### src/rtl/buffer_pkg.sv
// Shared types and defaults for the buffer stream reader and its output FIFO.
package buffer_pkg;

  typedef enum logic [1:0] {
    ST_IDLE  = 2'd0,
    ST_READ  = 2'd1,
    ST_DRAIN = 2'd2,
    ST_DONE  = 2'd3
  } state_t;

  localparam int DEF_ADDR_W = 16;
  localparam int DEF_DATA_W = 8;
  localparam int CNT_W      = 3;

  function automatic logic [CNT_W-1:0] credit_limit(input int rd_lat);
    credit_limit = CNT_W'(rd_lat + 1);
  endfunction

endpackage

### src/rtl/stream_skid_fifo.sv
// Small synchronous FIFO holding captured read words until the stream sink takes them.
module stream_skid_fifo #(
  parameter int DEPTH = 2,
  parameter int WIDTH = 8,
  parameter int CW    = $clog2(DEPTH + 1)
) (
  input  logic             clk,
  input  logic             rst,
  input  logic             flush,
  input  logic             push,
  input  logic [WIDTH-1:0] push_data,
  input  logic             pop,
  output logic [WIDTH-1:0] pop_data,
  output logic             valid,
  output logic [CW-1:0]    count
);

  localparam int PW = (DEPTH > 1) ? $clog2(DEPTH) : 1;

  logic [WIDTH-1:0] mem_r [DEPTH];
  logic [PW-1:0]    wr_ptr_r;
  logic [PW-1:0]    rd_ptr_r;
  logic [CW-1:0]    count_r;
  logic             do_push_s;
  logic             do_pop_s;

  function automatic logic [PW-1:0] ptr_inc(input logic [PW-1:0] p);
    if (p == PW'(DEPTH - 1)) begin
      ptr_inc = {PW{1'b0}};
    end else begin
      ptr_inc = p + PW'(1'b1);
    end
  endfunction

  // Handshake qualification and head presentation (zero when empty)
  always_comb begin
    do_pop_s  = pop && (count_r != {CW{1'b0}});
    do_push_s = push && ((count_r != CW'(DEPTH)) || do_pop_s);
    valid     = (count_r != {CW{1'b0}});
    pop_data  = valid ? mem_r[rd_ptr_r] : {WIDTH{1'b0}};
    count     = count_r;
  end

  // Storage, pointers and occupancy
  always_ff @(posedge clk) begin
    if (rst || flush) begin
      wr_ptr_r <= {PW{1'b0}};
      rd_ptr_r <= {PW{1'b0}};
      count_r  <= {CW{1'b0}};
    end else begin
      if (do_push_s) begin
        mem_r[wr_ptr_r] <= push_data;
        wr_ptr_r        <= ptr_inc(wr_ptr_r);
      end
      if (do_pop_s) begin
        rd_ptr_r <= ptr_inc(rd_ptr_r);
      end
      case ({do_push_s, do_pop_s})
        2'b10:   count_r <= count_r + CW'(1'b1);
        2'b01:   count_r <= count_r - CW'(1'b1);
        default: count_r <= count_r;
      endcase
    end
  end

endmodule

### src/rtl/buffer_stream_reader.sv
// Streams a block of words out of a buffer memory read port with credit-limited prefetch.
// Optional macro BUFFER_STREAM_READER_ABORT_EN adds an abort input.
module buffer_stream_reader
  import buffer_pkg::*;
#(
  parameter int ADDR_W = DEF_ADDR_W,
  parameter int DATA_W = DEF_DATA_W,
  parameter int RD_LAT = 1
) (
  input  logic              clkb,
  input  logic              rst,
  input  logic              start,
`ifdef BUFFER_STREAM_READER_ABORT_EN
  input  logic              abort,
`endif
  input  logic [ADDR_W-1:0] base_addr,
  input  logic [ADDR_W-1:0] length,
  output logic              enb,
  output logic [ADDR_W-1:0] addrb,
  input  logic [DATA_W-1:0] doutb,
  output logic              m_valid,
  output logic [DATA_W-1:0] m_data,
  output logic              m_last,
  input  logic              m_ready,
  output logic              busy,
  output logic              done
);

  localparam int DEPTH = RD_LAT + 1;
  localparam int FCW   = $clog2(DEPTH + 1);

  state_t            state_r;
  logic [ADDR_W-1:0] len_r;
  logic [ADDR_W-1:0] issue_cnt_r;
  logic [ADDR_W-1:0] addr_r;
  logic [RD_LAT-1:0] pipe_vld_r;
  logic [RD_LAT-1:0] pipe_last_r;
  logic [CNT_W-1:0]  inflight_r;

  logic [FCW-1:0]    fifo_count_s;
  logic [DATA_W:0]   fifo_head_s;
  logic              fifo_valid_s;
  logic              abort_s;
  logic              abort_act_s;
  logic              pop_s;
  logic              push_s;
  logic              issue_s;
  logic              last_issue_s;
  logic              credit_ok_s;
  logic [CNT_W-1:0]  occ_s;
  logic [CNT_W-1:0]  room_s;

  // Read issue decision: a read is only launched if, after this edge, in-flight plus buffered words fit the credit
  always_comb begin
`ifdef BUFFER_STREAM_READER_ABORT_EN
    abort_s = abort;
`else
    abort_s = 1'b0;
`endif
    abort_act_s  = abort_s && ((state_r == ST_READ) || (state_r == ST_DRAIN));
    pop_s        = fifo_valid_s && m_ready;
    push_s       = pipe_vld_r[RD_LAT-1] && !abort_act_s;
    occ_s        = inflight_r + CNT_W'(fifo_count_s) + CNT_W'(1'b1);
    room_s       = credit_limit(RD_LAT) + (pop_s ? CNT_W'(1'b1) : CNT_W'(1'b0));
    credit_ok_s  = (occ_s <= room_s);
    last_issue_s = (issue_cnt_r == (len_r - ADDR_W'(1'b1)));
    issue_s      = (state_r == ST_READ) && credit_ok_s && !abort_act_s;
  end

  // Transfer sequencing
  always_ff @(posedge clkb) begin
    if (rst) begin
      state_r     <= ST_IDLE;
      len_r       <= {ADDR_W{1'b0}};
      issue_cnt_r <= {ADDR_W{1'b0}};
      addr_r      <= {ADDR_W{1'b0}};
    end else begin
      case (state_r)
        ST_IDLE: begin
          if (start) begin
            len_r       <= length;
            addr_r      <= base_addr;
            issue_cnt_r <= {ADDR_W{1'b0}};
            state_r     <= (length == {ADDR_W{1'b0}}) ? ST_DONE : ST_READ;
          end
        end
        ST_READ: begin
          if (abort_act_s) begin
            state_r <= ST_DONE;
          end else if (issue_s) begin
            addr_r      <= addr_r + ADDR_W'(1'b1);
            issue_cnt_r <= issue_cnt_r + ADDR_W'(1'b1);
            if (last_issue_s) begin
              state_r <= ST_DRAIN;
            end
          end
        end
        ST_DRAIN: begin
          if (abort_act_s || (pop_s && fifo_head_s[DATA_W])) begin
            state_r <= ST_DONE;
          end
        end
        ST_DONE: state_r <= ST_IDLE;
        default: state_r <= ST_IDLE;
      endcase
    end
  end

  // Read-latency tracking: pipe_vld_r[RD_LAT-1] marks the cycle doutb holds an issued word
  always_ff @(posedge clkb) begin
    if (rst || abort_act_s) begin
      pipe_vld_r  <= {RD_LAT{1'b0}};
      pipe_last_r <= {RD_LAT{1'b0}};
      inflight_r  <= {CNT_W{1'b0}};
    end else begin
      pipe_vld_r[0]  <= issue_s;
      pipe_last_r[0] <= issue_s && last_issue_s;
      for (int j = 1; j < RD_LAT; j++) begin
        pipe_vld_r[j]  <= pipe_vld_r[j-1];
        pipe_last_r[j] <= pipe_last_r[j-1];
      end
      case ({issue_s, pipe_vld_r[RD_LAT-1]})
        2'b10:   inflight_r <= inflight_r + CNT_W'(1'b1);
        2'b01:   inflight_r <= inflight_r - CNT_W'(1'b1);
        default: inflight_r <= inflight_r;
      endcase
    end
  end

  stream_skid_fifo #(
    .DEPTH (DEPTH),
    .WIDTH (DATA_W + 1),
    .CW    (FCW)
  ) u_fifo (
    .clk       (clkb),
    .rst       (rst),
    .flush     (abort_act_s),
    .push      (push_s),
    .push_data ({pipe_last_r[RD_LAT-1], doutb}),
    .pop       (pop_s),
    .pop_data  (fifo_head_s),
    .valid     (fifo_valid_s),
    .count     (fifo_count_s)
  );

  // Port mapping from registered state
  always_comb begin
    enb     = issue_s;
    addrb   = addr_r;
    m_valid = fifo_valid_s;
    m_data  = fifo_head_s[DATA_W-1:0];
    m_last  = fifo_head_s[DATA_W];
    busy    = (state_r != ST_IDLE);
    done    = (state_r == ST_DONE);
  end

endmodule
### config.mk
export PLATFORM = sky130hd
export DESIGN_NAME = buffer_stream_reader
export DESIGN_NICKNAME = d
export VERILOG_FILES = /design/src/rtl/buffer_pkg.sv /design/src/rtl/stream_skid_fifo.sv /design/src/rtl/buffer_stream_reader.sv
export SDC_FILE = /design/constraint.sdc
export NUM_CORES = 1
export LEC_CHECK = 0
export CORE_MARGIN = 5
export CORE_UTILIZATION = 45
export CTS_BUF_LIST = sky130_fd_sc_hd__clkbuf_4
export DETAILED_ROUTE_END_ITERATION = 8
export GPL_TIMING_DRIVEN = 0
export PLACE_DENSITY = 0.69
export SLEW_MARGIN = 20
export SYNTH_ARGS = -nofsm -noshare
export SYNTH_HDL_FRONTEND = slang
export SYNTH_HIERARCHICAL = 1
export SYNTH_SLANG_ARGS = --single-unit
### constraint.sdc
create_clock -name clkb -period 3.61 [get_ports clkb]
set_input_delay 0.5415 -clock clkb [delete_from_list [all_inputs] [get_ports clkb]]
set_output_delay 0.5415 -clock clkb [all_outputs]
set_load 0.05 [all_outputs]
# Yosys cells after proc, flatten, opt, wreduce, memory -nomap -nowiden
# Memories as Yosys holds them, arrays and structs flattened. A register that Yosys moved wholly into a read port is not among the register bits.
# Index checks and enable logic that the tools add are counted.
classes:
  eq_ne: 13
  mux: 23
  reduce_logical: 17
  n_lt_le_gt_ge: 1
  add_sub_neg: 12
ops:
  columns: ["operator", "n"]
  rows:
  - ["16-bit two-way mux", 4]
  - ["16-bit one-hot mux with 2 select lines", 2]
  - ["16-bit by 1-bit adder with 16-bit output, second input constant", 2]
  - ["16-bit == test", 1]
  - ["16-bit zero test", 1]
  - ["16-bit by 1-bit subtractor with 16-bit output, second input constant", 1]
  - ["2-bit two-way mux", 5]
  - ["2-bit nonzero test", 5]
  - ["9-bit two-way mux", 1]
  - ["2-bit == test, second input constant", 4]
  - ["1-bit two-way mux", 8]
  - ["2-bit != test, second input constant", 4]
  - ["2-bit one-hot mux with 4 select lines", 1]
  - ["3-bit by 1-bit adder with 3-bit output, second input constant", 2]
  - ["2-bit by 1-bit == test with 1-bit output, second input constant", 3]
  - ["1-bit logical AND", 6]
  - ["3-bit one-hot mux with 2 select lines", 1]
  - ["2-bit one-hot mux with 2 select lines", 1]
  - ["4-bit AND reduction", 1]
  - ["2-bit by 1-bit adder with 3-bit output, first input constant", 1]
  - ["3-bit by 2-bit adder with 3-bit output", 1]
  - ["3-bit <= comparator", 1]
  - ["3-bit AND reduction", 1]
  - ["3-bit by 1-bit subtractor with 3-bit output, second input constant", 1]
  - ["7 further kinds", 8]
totals:
  elab_cells: 77
  ramBits: 18
  ff_bits: 59
  input_bits: 44
  out_inout_bits: 29
  memories: 1
memory_table:
  columns: ["name", "depth", "width", "read_ports", "rd_ports_with_merged_regs", "write_ports", "line", "source"]
  rows:
  - ["u_fifo.mem_r", 2, 9, 1, 1, 1, "stream_skid_fifo.sv:20", "logic [WIDTH-1:0] mem_r [DEPTH];"]

# Depth between registers and ports, before layout
# Gate-level depths: netlist of run 1.
depth:
  ltp_word: 8
  mapped_depth: 14
  mapped_depth_nobuf: 13

# Cells and area by module
# Netlist of run 1, hierarchy kept.
modules_own_cells:
  columns: ["mod", "instances", "cells_each", "area_each_um2", "seq_area_each_um2"]
  rows:
  - ["buffer_stream_reader", 1, 437, 3388.2, 1101.1]
  - ["stream_skid_fifo", 1, 68, 957.2, 640.6]

# Least setup slack after synthesis of run 1
# No wires, ideal clock.
synth_path:
  kind: "register to register"
  start: "register u_fifo.count_r[0] (netlist: u_fifo/count[0])"
  end: "register inflight_r[2]"
  path_stages_with_launch: 15
  n_path_buf: 1
  setup_slack_ns: 0.368
  required_time_ns: 3.540
  setup_time_ns: 0.070
  synth_period_minus_slack_ns: 3.242
  t_arrival_ns: 3.172
  path_cell_list: "dfxtp_1 -> buf_2 -> nor2_2 -> inv_1 -> and2_1 -> ha_1 -> nor2_1 -> a21oi_1 -> nand2_1 -> ha_1 -> inv_1 -> fa_1 -> xor2_1 -> or3_1 -> a21oi_1"
synth_between:
  elab_chain_len: 8
  elab_cells_between_ends: 12
  classes_between: "add/sub: 3; order compare: 1; eq/ne: 2; mux: 2; reduce/logical: 4"
synth_rtl:
  columns: ["element", "line", "source"]
  rows:
  - ["start, declared", "stream_skid_fifo.sv:23", "logic [CW-1:0] count_r;"]
  - ["start signal, assigned", "stream_skid_fifo.sv:49", "count_r <= {CW{1'b0}};"]
  - ["start signal, assigned", "stream_skid_fifo.sv:59", "2'b10: count_r <= count_r + CW'(1'b1);"]
  - ["start signal, assigned", "stream_skid_fifo.sv:60", "2'b01: count_r <= count_r - CW'(1'b1);"]
  - ["2-bit nonzero test (*)", "stream_skid_fifo.sv:39", "valid = (count_r != {CW{1'b0}});"]
  - ["via m_valid", "buffer_stream_reader.sv:21", "output logic m_valid,"]
  - ["1-bit logical AND (*)", "buffer_stream_reader.sv:61", "pop_s = fifo_valid_s && m_ready;"]
  - ["via pop_s", "buffer_stream_reader.sv:45", "logic pop_s;"]
  - ["1-bit two-way mux (*)", "buffer_stream_reader.sv:64", "room_s = credit_limit(RD_LAT) + (pop_s ? CNT_W'(1'b1) : CNT_W'(1'b0));"]
  - ["2-bit by 1-bit adder with 3-bit output (*)", "buffer_stream_reader.sv:64", null]
  - ["3-bit <= comparator (*)", "buffer_stream_reader.sv:65", "credit_ok_s = (occ_s <= room_s);"]
  - ["1-bit logical AND (*)", "buffer_stream_reader.sv:67", "issue_s = (state_r == ST_READ) && credit_ok_s && !abort_act_s;"]
  - ["2-bit by 1-bit == test with 1-bit output or 2-bit == test (tied branches)", "buffer_stream_reader.sv:122", "case ({issue_s, pipe_vld_r[RD_LAT-1]})"]
  - ["3-bit one-hot mux with 2 select lines or 2-bit nonzero test (tied branches)", null, null]
  - ["end signal, assigned", "buffer_stream_reader.sv:123", "2'b10: inflight_r <= inflight_r + CNT_W'(1'b1);"]
  - ["end signal, assigned", "buffer_stream_reader.sv:124", "2'b01: inflight_r <= inflight_r - CNT_W'(1'b1);"]
  - ["end signal, assigned", "buffer_stream_reader.sv:125", "default: inflight_r <= inflight_r;"]
  - ["end, declared", "buffer_stream_reader.sv:38", "logic [CNT_W-1:0] inflight_r;"]
# The timed path passes the listed nets; every way through them passes the cells marked *.
# A chain may end at the register's enable or synchronous reset.

# Final worst setup path of run 1
layout_path:
  start: "register u_fifo.count_r[1] (netlist: u_fifo/count[1])"
  end: "output enb"
layout_between:
  elab_chain_len: 6
  elab_cells_between_ends: 8
  classes_between: "add/sub: 3; order compare: 1; mux: 1; reduce/logical: 3"
layout_rtl:
  columns: ["element", "line", "source"]
  rows:
  - ["2-bit nonzero test", "stream_skid_fifo.sv:39", null]
  - ["1-bit logical AND", "buffer_stream_reader.sv:61", null]
  - ["via pop_s", "buffer_stream_reader.sv:45", null]
  - ["1-bit two-way mux", "buffer_stream_reader.sv:64", null]
  - ["2-bit by 1-bit adder with 3-bit output", "buffer_stream_reader.sv:64", null]
  - ["3-bit <= comparator", "buffer_stream_reader.sv:65", null]
  - ["1-bit logical AND", "buffer_stream_reader.sv:67", null]
  - ["end, declared", "buffer_stream_reader.sv:18", "output logic enb,"]
# The timed path passes the listed nets, and every way through them passes these cells.

==> results of run 1 <==
## per-layer routing
layer,vias to the layer above,part of all wire (%),global-route usage (%)
met5,-,0,0
met4,0,1.0,5.050
met3,9,5.5,3.881
met2,118,45,29.62
met1,1855,48,26.24
li1,1956,-,-
## placed cells by master (no fill, tap or decap), types with 4 or more instances in the layout
| cell type | n |
|---|---|
| dfxtp_1 | 60 |
| ha_1 | 11 |
| nor3b_1 | 5 |
| nand2_1 | 70 |
| nand3_1 | 11 |
| nand4_1 | 8 |
| edfxtp_1 | 18 |
| nor2_1 | 37 |
| o21ai_0 | 27 |
| or4_1 | 5 |
| clkbuf_4 | 10 |
| clkbuf_1 | 16 |
| a21oi_1 | 45 |
| xnor2_1 | 15 |
| clkdlybuf4s50_1 | 71 |
| conb_1 | 7 |
| inv_1 | 16 |
| nor2b_1 | 9 |
| a211oi_1 | 5 |
| xor2_1 | 17 |
| a31oi_1 | 5 |
| buf_2 | 5 |
| or3_1 | 12 |
| mux2i_1 | 14 |
| a22oi_1 | 4 |
| nor3_1 | 20 |
## critical path: stages (launching register included)
cell      delay (ns)
dfxtp_1         0.35
buf_4           0.17
nor2_4          0.23
inv_1           0.09
and2_1          0.27
ha_1            0.33
nor2_1          0.07
a21oi_4         0.26
nand2_1         0.19
inv_1           0.16
clkbuf_4        0.25
## final cells by class
| cell class | count | area, µm² | share of cell area (%) |
|---|---|---|---|
| clock buffers | 9 | 67.56 | 1.248 |
| inverters | 18 | 67.56 | 1.248 |
| clock inverters | 7 | 72.57 | 1.340 |
| multi-input cells | 388 | 2454 | 45.31 |
| plain buffers | 27 | 127.6 | 2.357 |
| flip-flops and latches | 78 | 1742 | 32.16 |
| well taps | 129 | 161.4 | 2.981 |
| repair buffers | 73 | 723.2 | 13.35 |
## registers in the layout, indices dropped and copies added (netlist names), named ones only
register and count:
len_r 16, u_fifo/rd_ptr_r 1, u_fifo/count 2, inflight_r 3, u_fifo/wr_ptr_r 1, pipe_vld_r 1, state_r 2, u_fifo/mem_r 18
issue_cnt_r 16, pipe_last_r 1, addrb 16
## what timing repair did
item	CTS	global route
pin swaps	0	1
resized for setup	5	4
endpoints found under the setup margin	1	1
hold buffers	0	0
buffers inserted	0	0
## Yosys cell counts (all sizes together), types with 3 or more instances
cell type / n / area, µm²
a211oi: 5 / 37.54
a21o: 3 / 22.52
a21oi: 46 / 230.2
a22oi: 4 / 30.03
a31oi: 5 / 31.28
and2: 3 / 18.77
and3: 3 / 18.77
buf: 10 / 53.80
clkbuf: 17 / 73.82
dfxtp: 60 / 1201
edfxtp: 18 / 540.5
ha: 11 / 137.6
inv: 18 / 67.57
mux2i: 14 / 140.1
nand2: 71 / 269.0
nand2b: 3 / 21.27
nand3: 11 / 55.05
nand4: 9 / 62.56
nor2: 38 / 145.1
nor2b: 9 / 56.30
nor3: 21 / 116.4
nor3b: 6 / 50.05
nor4: 5 / 61.31
nor4b: 3 / 26.28
o211ai: 3 / 22.52
o21ai: 28 / 140.1
o31ai: 4 / 53.80
or3: 13 / 86.33
or4: 5 / 37.54
xnor2: 15 / 131.4
xor2: 17 / 148.9
## how the worst max path moves through the flow
stage	startpoint	endpoint	slack, ns
floorplan	u_fifo/count[0]	inflight_r[2]	0.37
global placement	m_ready	enb	-0.20
detailed placement	m_ready	enb	-0.24
CTS	u_fifo/count[0]	enb	0.05
global route	u_fifo/count[1]	enb	0.02
finish	u_fifo/count[1]	enb	0.30
## through the flow
step | total power [mW] | hold WS [ns]
after detailed placement | 2.539 | 0.4149
after CTS | 3.077 | 0.4446
after global placement | 2.506 | 0.4080
after floorplan | 2.115 | 0.4037
after global routing | 3.283 | 0.4590
final | 3.074 | 0.4455
## power by group through the flow
stage / Combinational, mW / Clock (mW) / Sequential (mW)
2_1_floorplan: 0.794 / 0 / 1.32
3_3_place_gp: 1.35 / 0 / 1.15
3_5_place_dp: 1.38 / 0 / 1.15
4_1_cts: 1.40 / 0.542 / 1.14
5_1_grt: 1.54 / 0.586 / 1.16
6_report: 1.41 / 0.530 / 1.14
## logic make-up after synthesis
kind of cell | Yosys count | share of synthesized area (%)
fa+ha+maj | 13 | 4.089
xor+xnor | 32 | 6.450
buf+inv | 45 | 4.492
mux | 16 | 3.829
flops | 78 | 40.08
simple gates | 208 | 25.05
other cells | 1 | 0.08630
compound gates | 112 | 15.92
==> results_dict.tcl, run 1 <==
set metrics [dict create \
    r2r_cells 14 \
    io_pins 73 \
    layout-drive-gt1-share_pct 8.000 \
    routabilityCongestion 0.7649 \
    synthDistinctLibCells 69 \
    drv_cap 0 \
    io_buffers 72 \
    hold_viol 0 \
    final_util_pct 58.06 \
    die-area_um2 11720 \
    drc 0 \
    crit_arrival_ns 2.77 \
    ctsLongestPathBuffers 2 \
    status "completed" \
    skew_ns 0.02106 \
    p_int_mw 1.740 \
    fin_cells 729 \
    worstSetupPathType "register to primary output" \
    n_fill_cell 851 \
    min_path_cells 0 \
    power.switching_mw 1.334 \
    finalCriticalPeriod_ns 3.310 \
    dp_hpwl_um 7985 \
    maxSlewHeadroom_pct 63.16 \
    cp.required_ns 3.07 \
    ir_drop_v 0.0004633 \
    htree_levels 3 \
    worstSetupEndpointType "primary output" \
    seqPwrFrac_pct 37.0 \
    hold_class "register to register" \
    seq_area_frac_synth_pct 40.08 \
    place_inst 713 \
    grtUsageTotal_pct 18.79 \
    cp-start-kind "register" \
    cts.sinks 78 \
    synth-seq-cells 78 \
    setup_tns_ns 0 \
    start_util_pct 46.59 \
    synth_edf_count 18 \
    p_per_area_nw_per_um2 567.7 \
    first_pass_iters 5 \
    p_sw_share_pct 43.39 \
    synthCells 505 \
    clk_pin_slew_ns 0.12 \
    power_frac_clock_pct 17.2 \
    clk_latency_ns 0.42 \
    report.final.setup_viol 0 \
    p_comb_share_pct 45.7 \
    ys_async_sr_fraction_pct 0 \
    yosysWarnings 6 \
    core-area_um2 9328 \
    whs_endpoint "u_fifo/mem_r[1][8]" \
    grt_overflow 0 \
    die_h_um 108.3 \
    layout.nets 652 \
    wl_um 10590 \
    grt_max_degree 15 \
    area_delta_synth_final_pct 24.62 \
    dp_slack_ns -0.2354 \
    slew_violations 0 \
    r2r_start "u_fifo/count[1]" \
    synth_area_per_cell_um2 8.605 \
    rsz0062_at_grt "false" \
    antenna_left 0 \
    num_vias 3938 \
    power_leakage_nw 1.911 \
    viasPerCell 5.402 \
    tightest_slew_ns 0.5515 \
    hp-start "pipe_last_r" \
    cts-root-buf "clkbuf_4" \
    fin_area_um2 5415 \
    cts-buffers-inserted 9 \
    reg2reg_slack_ns 0.37 \
    reg2reg_to "inflight_r[2]" \
    synthFlopType "dfxtp_1" \
    fp.dieW_um 108.3 \
    fin_crit_sh_pct 91.70 \
    netlist_area_um2 4345 \
    antenna_found_initial 0 \
    rows 35 \
    worst_slack_ns 0.2998 \
    cts_tree "built" \
    avgRoutedWirePerCell_um 14.52 \
    placement.cell_area_um2 5261 \
    first_global_vias 3665 \
    grt_pass1_wl_um 17750 \
    max_freq_mhz 302.1 \
    diodes 0 \
    first_iter_violations 218 \
    crit_path_max_fanout 10 \
]
(Power assumes the default switching activity.)
==> run 2: changes to the inputs <==
--- a/config.mk
+++ b/config.mk
@@ -11,6 +11,7 @@
 export DETAILED_ROUTE_END_ITERATION = 8
 export GPL_TIMING_DRIVEN = 0
 export PLACE_DENSITY = 0.69
+export RECOVER_POWER = 25
 export SLEW_MARGIN = 20
 export SYNTH_ARGS = -nofsm -noshare
 export SYNTH_HDL_FRONTEND = slang
==> run 2 against run 1 <==
Die area did not move. Fmax rose by 1.3%. Critical path depth did not move. First-iteration DRC count fell by 22%. Core utilization fell by 0.21 points. Highest routed layer unchanged. Clock power barely moved.
==> results_dict.tcl, run 2 (same netlist as run 1, synthesis figures left out) <==
set metrics [dict create \
    status "completed" \
    cp_slowest_cell "dfxtp_1" \
    slew_violations 0 \
    first_global_vias 3665 \
    area_delta_synth_final_pct 24.16 \
    p_comb_share_pct 45.7 \
    hold_buffers 0 \
    cts-root-buf "clkbuf_4" \
    worstSetupPathType "register to primary output" \
    p_sw_share_pct 43.37 \
    startpoint "u_fifo/count[1]" \
    clk_pin_slew_ns 0.12 \
    mostFrequentLayoutCells "nand2_1 (70), clkdlybuf4s50_1 (62), dfxtp_1 (60)" \
    die-area_um2 11720 \
    first_iter_violations 169 \
    power_frac_clock_pct 17.2 \
    first_pass_iters 5 \
    layout.nets 652 \
    final_util_pct 57.84 \
    clk_latency_ns 0.43 \
    tightest_slew_ns 0.6188 \
    reg2reg_slack_ns 0.41 \
    ctsLongestPathBuffers 2 \
    mostFrequentLayoutCell "nand2_1" \
    fp.dieW_um 108.3 \
    grtUsageTotal_pct 18.79 \
    wl_um 10540 \
    skew_ns 0.01824 \
    r2r_cells 14 \
    avgRoutedWirePerCell_um 14.46 \
    layout-drive-gt1-share_pct 7.667 \
    core-area_um2 9328 \
    drv_cap 0 \
    grt_overflow 0 \
    worstSetupEndpointType "primary output" \
    largest_register_ff_count 18 \
    start_util_pct 46.59 \
    crit_path_max_fanout 10 \
    cts.sinks 78 \
    rsz0062_at_grt "false" \
    cp-endpoint "enb" \
    power_leakage_nw 1.911 \
    p_per_area_nw_per_um2 568.2 \
    antenna_left 0 \
    place_inst 713 \
    p_int_mw 1.736 \
    cp_common_cell "inv_1" \
    cp_cell_sequence "buf_4, nor2_4, inv_1, and2_1, ha_1, nor2_1, a21oi_4, nand2_1, inv_1, clkbuf_4" \
    p_total_mw 3.066 \
    drc 0 \
    die_h_um 108.3 \
    crit_path_max_incr_delay_ns 0.35 \
    maxSlewHeadroom_pct 58.16 \
    htree_levels 3 \
    report.final.setup_viol 0 \
    power.switching_mw 1.330 \
    cp.required_ns 3.07 \
    antenna_found_initial 0 \
    fin_crit_sh_pct 90.48 \
    dp_hpwl_um 7985 \
    cts_tree "built" \
    diodes 0 \
    ir_drop_v 0.0004640 \
    reg2reg_to "inflight_r[2]" \
    num_vias 3931 \
    cp-start-kind "register" \
    hold_class "register to register" \
    grt_pass1_wl_um 17750 \
    seqPwrFrac_pct 37.1 \
    viasPerCell 5.392 \
    crit_arrival_ns 2.72 \
    max_freq_mhz 306.2 \
    io_buffers 72 \
    finalCriticalPeriod_ns 3.266 \
    regMostFlops "u_fifo/mem_r" \
    r2r_start "u_fifo/count[1]" \
    rows 35 \
    hold_viol 0 \
    io_pins 73 \
    grt_max_degree 15 \
    fin_cells 729 \
    routabilityCongestion 0.7649 \
    cts-buffers-inserted 9 \
]
-- run 2: cell types whose count changed in the layout (fill, tap and decap cells not counted), sizes merged --
cell,change
dlygate4sd3,+9
clkdlybuf4s50,-9
-- run 2: what timing repair did --
action,4_1_cts,5_1_grt
pin swaps,0,1
endpoints found under the hold margin,0,0
gates cloned,0,0
endpoints found under the setup margin,1,1
gates resized for setup,5,4
buffers inserted,0,0
-- run 2: per-layer routing --
| layer | vias to the layer above | share of wire (%) | GRT usage (%) |
|---|---|---|---|
| met1 | 1841 | 48 | 26.24 |
| met3 | 10 | 5.6 | 3.881 |
| met2 | 123 | 45 | 29.62 |
| met4 | 0 | 0.99 | 5.050 |
| li1 | 1957 | - | - |
| met5 | - | 0 | 0 |
-- run 2: through the flow --
step	area, µm²	setup WS (ns)	TNS, ns	hold WS [ns]
floorplan	4368	0.3678	0	0.4037
CTS	5411	0.05435	0	0.4446
global placement	5250	-0.2017	-0.2017	0.4080
finish	5395	0.3437	0	0.4455
global route	5395	0.05119	0	0.4590
detailed placement	5261	-0.2354	-0.2354	0.4149
-- run 2: how the worst min path moves through the flow --
| stage | start | to | cells past startpoint |
|---|---|---|---|
| after detailed placement | pipe_last_r | u_fifo/mem_r[1][8] | 0 |
| after floorplan | pipe_last_r | u_fifo/mem_r[0][8] | 0 |
| final | pipe_last_r | u_fifo/mem_r[1][8] | 0 |
| after global routing | pipe_last_r | u_fifo/mem_r[1][8] | 0 |
| after CTS | pipe_last_r | u_fifo/mem_r[1][8] | 0 |
| after global placement | pipe_last_r | u_fifo/mem_r[0][8] | 0 |
-- run 2: final cells by class --
cell class              count  area (µm²)
clock inverters             7       72.57
clock buffers               9       67.56
repair buffers             73       723.2
fillers                   853        3933
inverters                  18       67.56
plain buffers              27       127.6
multi-input cells         388        2434
well taps                 129       161.4
flip-flops and latches     78        1742
-- run 2: critical path, delay by kind of cell (launching register included) --
family	cells	cell delay (ns)
and+or+nand+nor	4	0.73
DFF	1	0.35
AOI/OAI and AO/OA	1	0.25
buffers and inverters	4	0.66
adders and majority gates	1	0.32
-- run 2: power by group through the flow --
stage	clock network [mW]	logic, mW	registers, mW
after floorplan	0	0.794	1.32
after global placement	0	1.35	1.15
after detailed placement	0	1.38	1.15
after CTS	0.542	1.40	1.14
after global routing	0.586	1.54	1.15
final	0.528	1.40	1.14
==> run 3: changes to the inputs <==
--- a/config.mk
+++ b/config.mk
@@ -5,6 +5,7 @@
 export SDC_FILE = /design/constraint.sdc
 export NUM_CORES = 1
 export LEC_CHECK = 0
+export ABC_AREA = 1
 export CORE_MARGIN = 5
 export CORE_UTILIZATION = 45
 export CTS_BUF_LIST = sky130_fd_sc_hd__clkbuf_4
==> run 3 against run 2 <==
Synthesized cell count increased by 22%. Sequential power is 7% higher. Sequential share of layout area decreased by 0.86 points. Worst setup slack better by 0.20 ns. Cell count rose by 15%. Hold slack better by 0.0058 ns. Cell area is 2.7% higher. Clock skew down 0.0035 ns. Global-route usage is 2.9 points higher. Die area up 3.2%. Critical endpoint unchanged. Largest cell class unchanged.
==> results_dict.tcl, run 3 <==
set metrics [dict create \
    status "completed" \
    seq_area_frac_synth_pct 38.70 \
    cts-buffers-inserted 9 \
    max_freq_mhz 326.0 \
    drc 0 \
    synth_area_per_cell_um2 7.294 \
    hold_viol 0 \
    fp.dieW_um 110.0 \
    cts-root-buf "clkbuf_4" \
    fin_crit_sh_pct 84.96 \
    setup_tns_ns 0 \
    ys_top_cells_by_count "nand2_1 (136), nor2_1 (72), dfxtp_1 (60)" \
    viasPerCell 5.316 \
    layout.nets 757 \
    cts_tree "built" \
    hold_ws_ns 0.4512 \
    grt_max_degree 15 \
    cts.repair.resized 0 \
    die-area_um2 12100 \
    slew_violations 0 \
    synthCells 617 \
    synth-seq-cells 78 \
    skew_ns 0.01472 \
    maxSlewHeadroom_pct 49.06 \
    clk_latency_ns 0.43 \
    dp_hpwl_um 9579 \
    diodes 0 \
    start_util_pct 46.04 \
    num_vias 4455 \
    htree_levels 3 \
    grt_overflow 0 \
    antenna_found_initial 0 \
    drv_cap 0 \
    yosysMostFrequentCell "nand2_1" \
    first_global_vias 4350 \
    core-area_um2 9774 \
    hold_class "register to register" \
    mostFrequentLayoutCell "nand2_1" \
    power_leakage_nw 2.122 \
    yosys.area.top_type "dfxtp_1" \
    regMostFlops "u_fifo/mem_r" \
    io_pins 73 \
    yosysWarnings 6 \
    cp-start-kind "register" \
    ys_async_sr_fraction_pct 0 \
    rows 36 \
    worstSetupPathType "register to primary output" \
    cp.required_ns 3.07 \
    cts.sinks 78 \
    grt_pass1_wl_um 20470 \
    mostFrequentLayoutCells "nand2_1 (136), nor2_1 (74), clkdlybuf4s50_1 (62)" \
    synthTopCellsByArea "dfxtp_1 (27%), edfxtp_1 (12%), nand2_1 (11%)" \
    routabilityCongestion 0.8700 \
    crit_path_max_fanout 10 \
    crit_arrival_ns 2.53 \
    avgRoutedWirePerCell_um 14.83 \
    antenna_left 0 \
    largest_register_ff_count 18 \
    area_delta_synth_final_pct 23.16 \
    p_total_mw 3.802 \
    p_per_area_nw_per_um2 685.9 \
    layout-drive-gt1-share_pct 7.376 \
    clk_pin_slew_ns 0.13 \
    synth_edf_count 18 \
    ctsLongestPathBuffers 2 \
    netlist_area_um2 4501 \
    rsz0062_at_grt "false" \
    report.final.setup_viol 0 \
    grtUsageTotal_pct 21.69 \
    wl_um 12430 \
    ir_drop_v 0.0004970 \
    first_iter_violations 336 \
    cts_setup_buffers 0 \
    io_buffers 72 \
    die_h_um 110.0 \
    synthDistinctLibCells 47 \
    finalCriticalPeriod_ns 3.067 \
    worstSetupEndpointType "primary output" \
    synthFlopType "dfxtp_1" \
    synthesis.nets 674 \
    first_pass_iters 4 \
    hold_buffers 0 \
    yosys.area.top_type_share_pct 26.69 \
    tightest_slew_ns 0.7613 \
]
[run 3: changes by cell type after synthesis, moves of 11 or more]
cell,change
o21ai_0,+19
mux2i_1,-13
or3_1,-11
inv_1,+38
nand3_1,+16
nand2_1,+66
nor2_1,+35
[run 3: final cells by class]
type | instances | area (µm²)
Timing Repair Buffer | 72 | 723.2
Fill cell | 950 | 4232
Clock inverter | 6 | 87.58
Multi-Input combinational cell | 464 | 2450
Tap cell | 133 | 166.4
Clock buffer | 10 | 75.07
Inverter | 58 | 217.7
Sequential cell | 78 | 1742
Buffer | 17 | 81.33
[run 3: cells by family (layout without fill, tap and decap cells)]
kind of cell               Yosys count  count (layout)  share of synthesized area (%)
AOI/OAI and AO/OA                  116             116                          14.40
other                                1               1                        0.08332
adders and majority gates           13              13                          3.948
buffers and inverters               75             163                          6.644
DFF                                 78              78                          38.70
and+or+nand+nor                    312             312                          31.92
xor gates and xnor gates            21              21                          4.087
muxes                                1               1                         0.2224
[run 3: routing by layer]
| layer | global-route usage [%] | share of wire [%] | up-vias | routed length (µm) |
|---|---|---|---|---|
| li1 | - | - | 2229 | - |
| met1 | 27.02 | 44 | 2075 | 5529 |
| met2 | 37.13 | 48 | 132 | 5946 |
| met3 | 4.485 | 5.8 | 19 | 724 |
| met4 | 7.569 | 1.8 | 0 | 228 |
| met5 | 0 | 0 | - | 0 |
[run 3: worst max-delay path, stage by stage (launching register included)]
cell and delay, ns:
dfxtp_1 0.41, nor2_1 0.17, buf_2 0.26, inv_1 0.08, nand2_1 0.07, inv_1 0.08
ha_1 0.28, nand3b_1 0.11, nand2_1 0.07, nor2_1 0.13, dlymetal6s2s_1 0.44
[run 3: where the power goes]
| group | switching, mW | internal [mW] | leakage, nW |
|---|---|---|---|
| logic | 1.29 | 0.683 | 1.39 |
| registers | 0.176 | 1.05 | 0.651 |
| clock network | 0.315 | 0.287 | 0.0803 |
[run 3: worst paths after layout]
path | slack [ns] | depth (start not counted) | start | endpoint
min | 0.45 | 0 | pipe_last_r | u_fifo/mem_r[0][8]
max | 0.54 | 10 | u_fifo/count[1] | enb
max reg2reg | 0.62 | 17 | u_fifo/count[1] | inflight_r[2]
min reg2reg | 0.45 | 0 | pipe_last_r | u_fifo/mem_r[0][8]
[run 3: through the flow]
stage | setup slack (ns) | cell area [µm²] | instances | utilization, %
after global routing | 0.2899 | 5543 | 838 | 56.71
after global placement | 0.5570 | 5388 | 822 | 55.12
final | 0.5428 | 5543 | 838 | 56.71
after floorplan | 0.2725 | 4501 | 617 | -
after CTS | 0.07503 | 5550 | 838 | 56.78
after detailed placement | 0.5401 | 5388 | 822 | 55.12
